### src/rtl/rs_pkg.sv
// Shared RS-232 definitions for the rs_tx / rs_rx pair: 8N1 framing, receiver states, bit timing.
// Pure declarations, no logic; receiver flow control is the level dataready/ack handshake.
package rs_pkg;

    localparam int RS_DATA_BITS = 8;
    localparam int RS_STOP_BITS = 1;

    typedef enum logic [2:0] {
        WAIT_IDLE,
        IDLE,
        START,
        DATA,
        STOP
    } rx_state_t;

    function automatic int clks_per_bit(input int clk_hz, input int baud);
        return clk_hz / baud;
    endfunction

endpackage

### src/rtl/rs_sync2.sv
// Generic two-flop synchroniser for asynchronous inputs, with a selectable reset value.
// Latency 2 cycles; no handshake, samples every cycle.
module rs_sync2 #(
    parameter int               WIDTH   = 1,
    parameter logic [WIDTH-1:0] RST_VAL = '0
) (
    input  logic             i_clk,
    input  logic             i_rst,
    input  logic [WIDTH-1:0] i_d,
    output logic [WIDTH-1:0] o_q
);

    logic [WIDTH-1:0] r_meta;
    logic [WIDTH-1:0] r_q;

    always_ff @(posedge i_clk or posedge i_rst) begin
        if (i_rst) begin
            r_meta <= RST_VAL;
            r_q    <= RST_VAL;
        end else begin
            r_meta <= i_d;
            r_q    <= r_meta;
        end
    end

    assign o_q = r_q;

endmodule

### src/rtl/rs_rx.sv
// 8N1 UART receiver: centre-samples each bit and holds the last good byte behind dataready.
// Delivery 2+HALF+9*CPB+1 cycles after the start edge; never stalls the line, overwrites and flags overrun.
module rs_rx
    import rs_pkg::*;
#(
    parameter int CLK_HZ = 50_000_000,
    parameter int BAUD   = 115200
) (
    input  logic                    clk,
    input  logic                    rst,
    input  logic                    rx,
    input  logic                    ack,
    output logic [RS_DATA_BITS-1:0] data,
    output logic                    dataready,
    output logic                    frame_err,
    output logic                    overrun,
    output logic                    busy
);

    localparam int CPB  = clks_per_bit(CLK_HZ, BAUD);
    localparam int HALF = CPB / 2;
    localparam int CW   = $clog2(CPB);
    localparam int IW   = $clog2(RS_DATA_BITS);

    localparam logic [CW-1:0] C_HALF_LAST = CW'(HALF - 1);
    localparam logic [CW-1:0] C_BIT_LAST  = CW'(CPB - 1);
    localparam logic [IW-1:0] C_IDX_LAST  = IW'(RS_DATA_BITS - 1);

    generate
        if (CPB < 4) begin : g_cpb_too_small
            $error("rs_rx: CLK_HZ/BAUD must be at least 4");
        end
    endgenerate

    logic                    w_rxs;
    rx_state_t               r_state;
    logic [CW-1:0]           r_cnt;
    logic [IW-1:0]           r_idx;
    logic [RS_DATA_BITS-1:0] r_shift;

    rs_sync2 #(
        .WIDTH   (1),
        .RST_VAL (1'b0)
    ) u_rx_sync (
        .i_clk (clk),
        .i_rst (rst),
        .i_d   (rx),
        .o_q   (w_rxs)
    );

    always_ff @(posedge clk or posedge rst) begin
        if (rst) begin
            r_state   <= WAIT_IDLE;
            r_cnt     <= '0;
            r_idx     <= '0;
            r_shift   <= '0;
            data      <= '0;
            dataready <= 1'b0;
            frame_err <= 1'b0;
            overrun   <= 1'b0;
            busy      <= 1'b0;
        end else begin
            frame_err <= 1'b0;
            overrun   <= 1'b0;
            if (dataready && ack) begin
                dataready <= 1'b0;
            end

            case (r_state)
                WAIT_IDLE: begin
                    if (w_rxs) begin
                        r_state <= IDLE;
                    end
                end

                IDLE: begin
                    if (!w_rxs) begin
                        r_state <= START;
                        r_cnt   <= '0;
                        busy    <= 1'b1;
                    end
                end

                START: begin
                    if (r_cnt == C_HALF_LAST) begin
                        r_cnt <= '0;
                        if (!w_rxs) begin
                            r_state <= DATA;
                            r_idx   <= '0;
                        end else begin
                            r_state <= IDLE;
                            busy    <= 1'b0;
                        end
                    end else begin
                        r_cnt <= r_cnt + 1'b1;
                    end
                end

                DATA: begin
                    if (r_cnt == C_BIT_LAST) begin
                        r_cnt   <= '0;
                        r_shift <= {w_rxs, r_shift[RS_DATA_BITS-1:1]};
                        r_idx   <= r_idx + 1'b1;
                        if (r_idx == C_IDX_LAST) begin
                            r_state <= STOP;
                        end
                    end else begin
                        r_cnt <= r_cnt + 1'b1;
                    end
                end

                STOP: begin
                    // Leave at the stop-bit centre so the next start edge is never missed.
                    if (r_cnt == C_BIT_LAST) begin
                        r_cnt <= '0;
                        busy  <= 1'b0;
                        if (w_rxs) begin
                            data      <= r_shift;
                            dataready <= 1'b1;
                            overrun   <= dataready && !ack;
                            r_state   <= IDLE;
                        end else begin
                            frame_err <= 1'b1;
                            r_state   <= WAIT_IDLE;
                        end
                    end else begin
                        r_cnt <= r_cnt + 1'b1;
                    end
                end

                default: begin
                    r_state <= WAIT_IDLE;
                    busy    <= 1'b0;
                end
            endcase
        end
    end

endmodule

### config.mk
export PLATFORM = sky130hd
export DESIGN_NAME = rs_rx
export DESIGN_NICKNAME = d
export VERILOG_FILES = /design/src/rtl/rs_pkg.sv /design/src/rtl/rs_sync2.sv /design/src/rtl/rs_rx.sv
export SDC_FILE = /design/constraint.sdc
export NUM_CORES = 1
export LEC_CHECK = 0
export BUFFER_PORTS_ARGS = -buffer_cell sky130_fd_sc_hd__buf_2
export CAP_MARGIN = 0
export CORE_UTILIZATION = 58
export DETAILED_ROUTE_END_ITERATION = 12
export GPL_TIMING_DRIVEN = 1
export MAX_ROUTING_LAYER = met4
export PLACE_DENSITY = 0.76
export SKIP_CTS_REPAIR_TIMING = 1
export SLEW_MARGIN = 20
export SYNTH_ARGS = -nofsm -noshare
export SYNTH_HDL_FRONTEND = slang
export SYNTH_SLANG_ARGS = --single-unit
### constraint.sdc
create_clock -name clk -period 2.35 [get_ports clk]
set_clock_uncertainty 0.1 [all_clocks]
set_input_delay 0.1175 -clock clk [delete_from_list [all_inputs] [get_ports clk]]
set_output_delay 0.1175 -clock clk [all_outputs]
set_load 0.05 [all_outputs]
* Word level (Yosys, flattened, before mapping)
Cells that the tools add are included.
Word-level totals: bits in registers 37, bits of input ports 4, output and inout bits 12, logic and storage cells 75
Operators by class: $add $sub $neg 2, equality and inequality tests 15, muxes and demuxes 32, bitwise logic cells 1, reduce and logical (&&, ||, !) cells 14
Operators by type and width (count):
- two-way mux 3 bit | 9
- two-way mux 9 bit | 3
- one-hot mux 9 bit (3 select lines) | 1
- two-way mux 1 bit | 15
- one-hot mux 3 bit (5 select lines) | 1
- != test 2 bit, second input constant | 6
- adder 9 x 1 -> 9 bit, second input constant | 1
- equality test 9 x 8 -> 1 bit, second input constant | 1
- equality test 9 bit, second input constant | 1
- equality test 3 x 2 -> 1 bit, second input constant | 2
- equality test 3 bit, second input constant | 2
- one-hot mux 3 bit (2 select lines) | 1
- AND reduction 6 bit | 1
- AND reduction 5 bit | 1
- != test 2 x 1 -> 1 bit, second input constant | 2
- one-hot mux 1 bit (4 select lines) | 1
- AND reduction 2 bit | 2
- AND reduction 4 bit | 1
- OR reduction 2 bit | 2
- adder 3 x 1 -> 3 bit, second input constant | 1
- equality test 3 x 1 -> 1 bit, second input constant | 1
- logical NOT 3 bit | 1
- AND reduction 3 bit | 1
- nonzero test 3 bit | 1
- 5 further kinds | 6

* Logic depth before layout (Yosys ltp)
word-level depth 5, gate-level depth with buffers 8, gate-level depth less buffers 7

* By module
A second synthesis with hierarchy kept.
Second synthesis, totals: cells, all modules 160, area total of the unflattened synthesis 1799.2 µm²
Modules (own cells, without submodules):
- rs_rx | times used 1, cells each 157, area an instance 1745.4 µm², sequential area each 875.8 µm²
- rs_sync2 | times used 1, cells each 3, area an instance 53.8 µm², sequential area each 50.0 µm²

* Least setup slack after synthesis
No wires, ideal clock.
path type reg-to-reg, from register r_cnt[1], to register r_shift[0], library setup time 0.127 ns, data arrival time 1.731 ns, required time 2.123 ns, path slack 0.391 ns, stages on the path, launching flop included 8, buffers on the path 1, period minus slack after synthesis 1.959 ns, cell sequence dfrtp_1 -> inv_1 -> ha_1 -> and4b_1 -> nand4_4 -> nor2_2 -> buf_6 -> mux2_1
On the way: word-level cells in the longest chain between the ends 2
RTL lines:
- start: declaration | line rs_rx.sv:37 | logic [CW-1:0] r_cnt;
- start signal: assignment | line rs_rx.sv:95 | r_cnt <= r_cnt + 1'b1;
- start signal: assignment | line rs_rx.sv:108 | r_cnt <= r_cnt + 1'b1;
- start signal: assignment | line rs_rx.sv:127 | r_cnt <= r_cnt + 1'b1;
- equality test 9 bit | line rs_rx.sv:100 | if (r_cnt == C_BIT_LAST) begin
- AND reduction 2 bit (no line)
- end signal: assignment | line rs_rx.sv:102 | r_shift <= {w_rxs, r_shift[RS_DATA_BITS-1:1]};
- end: declaration | line rs_rx.sv:39 | logic [RS_DATA_BITS-1:0] r_shift;
Every way passes these cells. A chain may end at the register's enable or synchronous reset.

* Final worst setup path
from register r_cnt[1], to register r_idx[0]
On the way: word-level cells in the longest chain between the ends 3, elaborated cells on any way between the ends 5, those cells by class eq/ne: 4; reduce/logical: 1
RTL lines:
- equality test 9 bit or equality test 9 x 8 -> 1 bit (tied branches) | line rs_rx.sv:100, rs_rx.sv:85
- != test 2 bit (no line)
- AND reduction 4 bit (no line) (*)
- end signal: assignment | line rs_rx.sv:103 | r_idx <= r_idx + 1'b1;
- end: declaration | line rs_rx.sv:38 | logic [IW-1:0] r_idx;
Every way passes the cells marked *; elsewhere a longest branch is shown, timed or not.

==> impl_summary.md <==
Status
The flow ran to the end, and the final reports show no timing, DRC or antenna violations.

CTS
The worst-skew pair later-pin latency is 0.34 ns. In this run the number of H-tree levels came out at 2. Counting every sink on the clock net gives 37.

The number of buffers created by CTS is 5. The deepest clock path buffer count is 2. TritonCTS built the clock tree. The cell sitting at the root of the clock tree is a sky130_fd_sc_hd__clkbuf_4. Clock-pin slew was measured on the worst setup and hold paths at 0.12 ns.

Floorplan
16 I/O pins were placed. The die outline width is 58.6 um. The die outline area is 0.00344 sq mm. The floorplan has 20 rows. The die height is 58.6 um.

In this run the standard cell core region covers 0.00305 sq mm. The effective utilization at floorplan is 0.609.

Routing
For this block, the via count after detailed routing is 1,194. The number of optimization iterations in the first detailed-route pass is 4. After the first detailed-routing iteration, the DRC count stood at 61. The detail route stage leaves a number of antenna-violating nets equal to 0. The number of remaining DRC errors is 0. The aggregate routed wire length is 3150 um.

The post-detailed-route via-to-cell ratio is 5.50. After detailed routing, the average wire length per cell comes to 14.5 um.

Global route
The first-pass GRT wire length is 5350 um. The global routing usage summed across all routing layers is 0.214. The total grt overflow is 0. The number of antenna violations at the first check in global routing is 0. The via count of the first global-routing pass came to 1,202. The maximum number of pins on one net before global-route repair is 38.

Critical path
The type of destination of the critical path is a flop. The cell count of the worst reg-to-reg path is 8. The type of the worst setup path is flop to flop. The peak fanout along the critical path is 9. The worst endpoint data arrival time is 2.23 ns. The start of the worst register-to-register path is r_cnt[1]. In this run the register-to-register setup slack is 0.25 ns. The critical path launch point type is a flop. The worst reg2reg path endpoint is r_idx[0]. The critical path data required time is 2.48 ns.

Synthesis
After synthesis, the share of flip-flops with an asynchronous set or reset is 1.00. The most used flip-flop cell after synthesis is sky130_fd_sc_hd__dfrtp_1. The number of enable-type register cells in the synthesized netlist is 0. The sequential cell area fraction in the yosys report is 0.498. The per-instance average area after synthesis is 12.3 sq um.

The simple logic cell fraction of the synthesized area is 0.153. The post-synthesis share of cell area spent on xor and xnor gates is 0.0188. Of the total synthesized cell area, the portion taken by full adders, half adders and majority gates is 0.0336. By area the synthesized netlist is led by sky130_fd_sc_hd__dfrtp_1, sky130_fd_sc_hd__mux2_4, sky130_fd_sc_hd__mux2_1. Synthesis produced a netlist whose cell count is 151. The top cell type by total area after synthesis is sky130_fd_sc_hd__dfrtp_1.

The netlist uses 43 different library cells. Synthesis produced a netlist with a net count of 160. The area fraction in compound gates after synthesis is 0.118.

Counting flops and latches in the post-synthesis netlist gives 37. The top-area cell type share of the netlist area is 0.498. The netlist area before placement is 0.00186 sq mm. By area, the combinational part of the netlist is dominated by simple AND/OR/NAND/NOR gates. After synthesis, the share of cell area in mux cells is 0.124. The count of synthesis-stage warnings from yosys is 0.

Final layout
The net count of the finished layout is 181. The antenna diode instance count is 0. The layout overhead on the synthesized area is 9.89%. The summed area of non-filler cells in the final layout is 0.00204 sq mm.

Of the cells placed in the final design, the portion with a size suffix greater than 1 is 0.283.

Power
In this run the static leakage power is 1.13 nW. IR analysis of the VDD net gives a maximum drop of 0.526 mV. The switching fraction of total power is 0.354.

The share of total power dissipated in sequential elements is 0.514. Summed over all nets, the switching power comes to 0.548 mW. For this design the ratio of total power to cell area is 759 mW/mm^2. Internal power comes to 1.00 mW. The combinational fraction of design power is 0.268. The clock share of power is 0.217.

Min path
The class of the most critical hold timing path is flop to flop. The number of cells on the worst hold path is 0. For hold timing, the worst endpoint is u_rx_sync.o_q. The start point of the worst hold path is u_rx_sync.r_meta.

STA
Setup repair after global routing left no endpoint under its margin. The final critical-path share of the clock period is 0.893. The total count of hold-check failures in the final report was 0. Setup violations remaining at the end of the flow were counted as 0. The sum of negative setup slack is 0 ns.

For the pin with the worst max-slew slack, the measured transition is 0.487 ns. Measured against its own limit, the worst slew margin works out to 0.676. After layout, the worst setup slack is 0.253 ns. The max-slew violation count is 0. For this run, the top clock speed supported by timing is 477 MHz. For the finished layout, the period the worst path requires is 2.10 ns.

Place
The count of input and output buffers is 15. The final weighted congestion in routability-driven placement is 0.911. The placed instances occupy a cell area of 0.00195 sq mm. Detailed placement ended at an HPWL of 2280 um.

At the placement stage, the worst setup path has a slack of 0.256 ns.

Run
The count of maximum capacitance violations is 0.
## metal layers
metal,wire (um),part of all wire,GRT usage
met1,1380,0.44,0.251
met2,1630,0.52,0.365
met3,100,0.032,0.0505
met4,36,0.011,0.0714
met5,0,0,-
## cells in the mapped netlist, types with 2 or more instances
master and n:
sky130_fd_sc_hd__o22ai_1 3, sky130_fd_sc_hd__a22o_1 3, sky130_fd_sc_hd__mux2_4 8, sky130_fd_sc_hd__a21oi_1 8
sky130_fd_sc_hd__dfrtp_1 37, sky130_fd_sc_hd__o21ai_1 4, sky130_fd_sc_hd__xnor2_1 4, sky130_fd_sc_hd__buf_2 4
sky130_fd_sc_hd__mux2_1 8, sky130_fd_sc_hd__nor2_1 9, sky130_fd_sc_hd__nor3_1 3, sky130_fd_sc_hd__buf_6 4
sky130_fd_sc_hd__inv_1 7, sky130_fd_sc_hd__ha_1 5, sky130_fd_sc_hd__nand2_1 8, sky130_fd_sc_hd__or3b_1 2
sky130_fd_sc_hd__nand2b_1 2, sky130_fd_sc_hd__nand4_1 3, sky130_fd_sc_hd__nor3b_2 2, sky130_fd_sc_hd__a21o_1 4
## area by class of cell
class / instances / area (sq um)
Inverter: 7 / 26.3
Timing Repair Buffer: 23 / 143
Clock inverter: 3 / 21.3
Multi-Input combinational cell: 98 / 835
Fill cell: 245 / 1010
Tap cell: 44 / 55.1
Sequential cell: 37 / 926
Clock buffer: 5 / 37.5
## power by group through the flow
stage / Combinational, mW / Sequential, mW / Clock (mW)
global placement: 0.387 / 0.801 / 0
detailed placement: 0.409 / 0.809 / 0
finish: 0.416 / 0.798 / 0.337
CTS: 0.414 / 0.795 / 0.344
floorplan: 0.369 / 0.780 / 0
global route: 0.460 / 0.809 / 0.366
## state kept, by name, summed over array words and instances, names as in the netlist, 3 cells and up
name / cells
data: 8
r_shift: 8
r_idx: 3
r_state: 3
r_cnt: 9
## per-stage QoR
| step | utilization | hold slack (ns) | instances | power, mW |
|---|---|---|---|---|
| 4_1_cts | 0.659 | -0.233 | 214 | 1.55 |
| 6_report | 0.669 | 0.266 | 217 | 1.55 |
| 3_5_place_dp | 0.640 | 0.129 | 206 | 1.22 |
| 2_1_floorplan | - | 0.0489 | 151 | 1.15 |
| 3_3_place_gp | 0.640 | 0.127 | 206 | 1.19 |
| 5_1_grt | 0.669 | 0.280 | 217 | 1.63 |
## placed cells by master, fill, tap and decap left out, types with 2 or more instances in the layout
master and instances:
sky130_fd_sc_hd__nand2b_1 2, sky130_fd_sc_hd__a22o_1 3, sky130_fd_sc_hd__dlygate4sd3_1 3, sky130_fd_sc_hd__inv_1 7, sky130_fd_sc_hd__o22ai_1 3, sky130_fd_sc_hd__clkbuf_4 5, sky130_fd_sc_hd__a21o_1 4, sky130_fd_sc_hd__xnor2_1 4
sky130_fd_sc_hd__mux2_4 8, sky130_fd_sc_hd__nor3_1 3, sky130_fd_sc_hd__nor3b_2 2, sky130_fd_sc_hd__nand4_1 3, sky130_fd_sc_hd__ha_1 5, sky130_fd_sc_hd__a21oi_1 8, sky130_fd_sc_hd__buf_4 5, sky130_fd_sc_hd__o21ai_1 4
sky130_fd_sc_hd__nand2_1 8, sky130_fd_sc_hd__or3b_1 2, sky130_fd_sc_hd__dfrtp_1 37, sky130_fd_sc_hd__buf_2 15, sky130_fd_sc_hd__mux2_1 8, sky130_fd_sc_hd__nor2_1 9
## how the worst max path moves through the flow
stage | start | cells after the start | endpoint | slack (ns)
after global placement | r_cnt[1] | 8 | r_idx[0] | 0.35
after CTS | r_cnt[1] | 8 | r_idx[0] | 0.24
after global routing | r_cnt[1] | 7 | r_cnt[5] | 0.12
final | r_cnt[1] | 8 | r_idx[0] | 0.25
after floorplan | r_cnt[1] | 7 | r_shift[0] | 0.39
after detailed placement | r_cnt[1] | 8 | r_idx[0] | 0.26
## cells by family (layout without fill, tap and decap cells)
family                   after synthesis  count (layout)
adder cells (fa/ha/maj)                5               5
buffers and inverters                 16              38
flip-flops                            37              37
multiplexers                          18              18
AND/OR/NAND/NOR                       42              42
XOR/XNOR                               4               4
AO/OA/AOI/OAI                         29              29
## worst max-delay path, cell delays in order (launching register included)
cell	delay, ns
sky130_fd_sc_hd__dfrtp_1	0.41
sky130_fd_sc_hd__inv_1	0.11
sky130_fd_sc_hd__ha_1	0.16
sky130_fd_sc_hd__and4b_1	0.25
sky130_fd_sc_hd__nand4_4	0.23
sky130_fd_sc_hd__nor2_2	0.20
sky130_fd_sc_hd__buf_4	0.18
sky130_fd_sc_hd__a31oi_1	0.08
sky130_fd_sc_hd__mux2_2	0.29
Note: power is estimated with default switching activity, not from simulation.
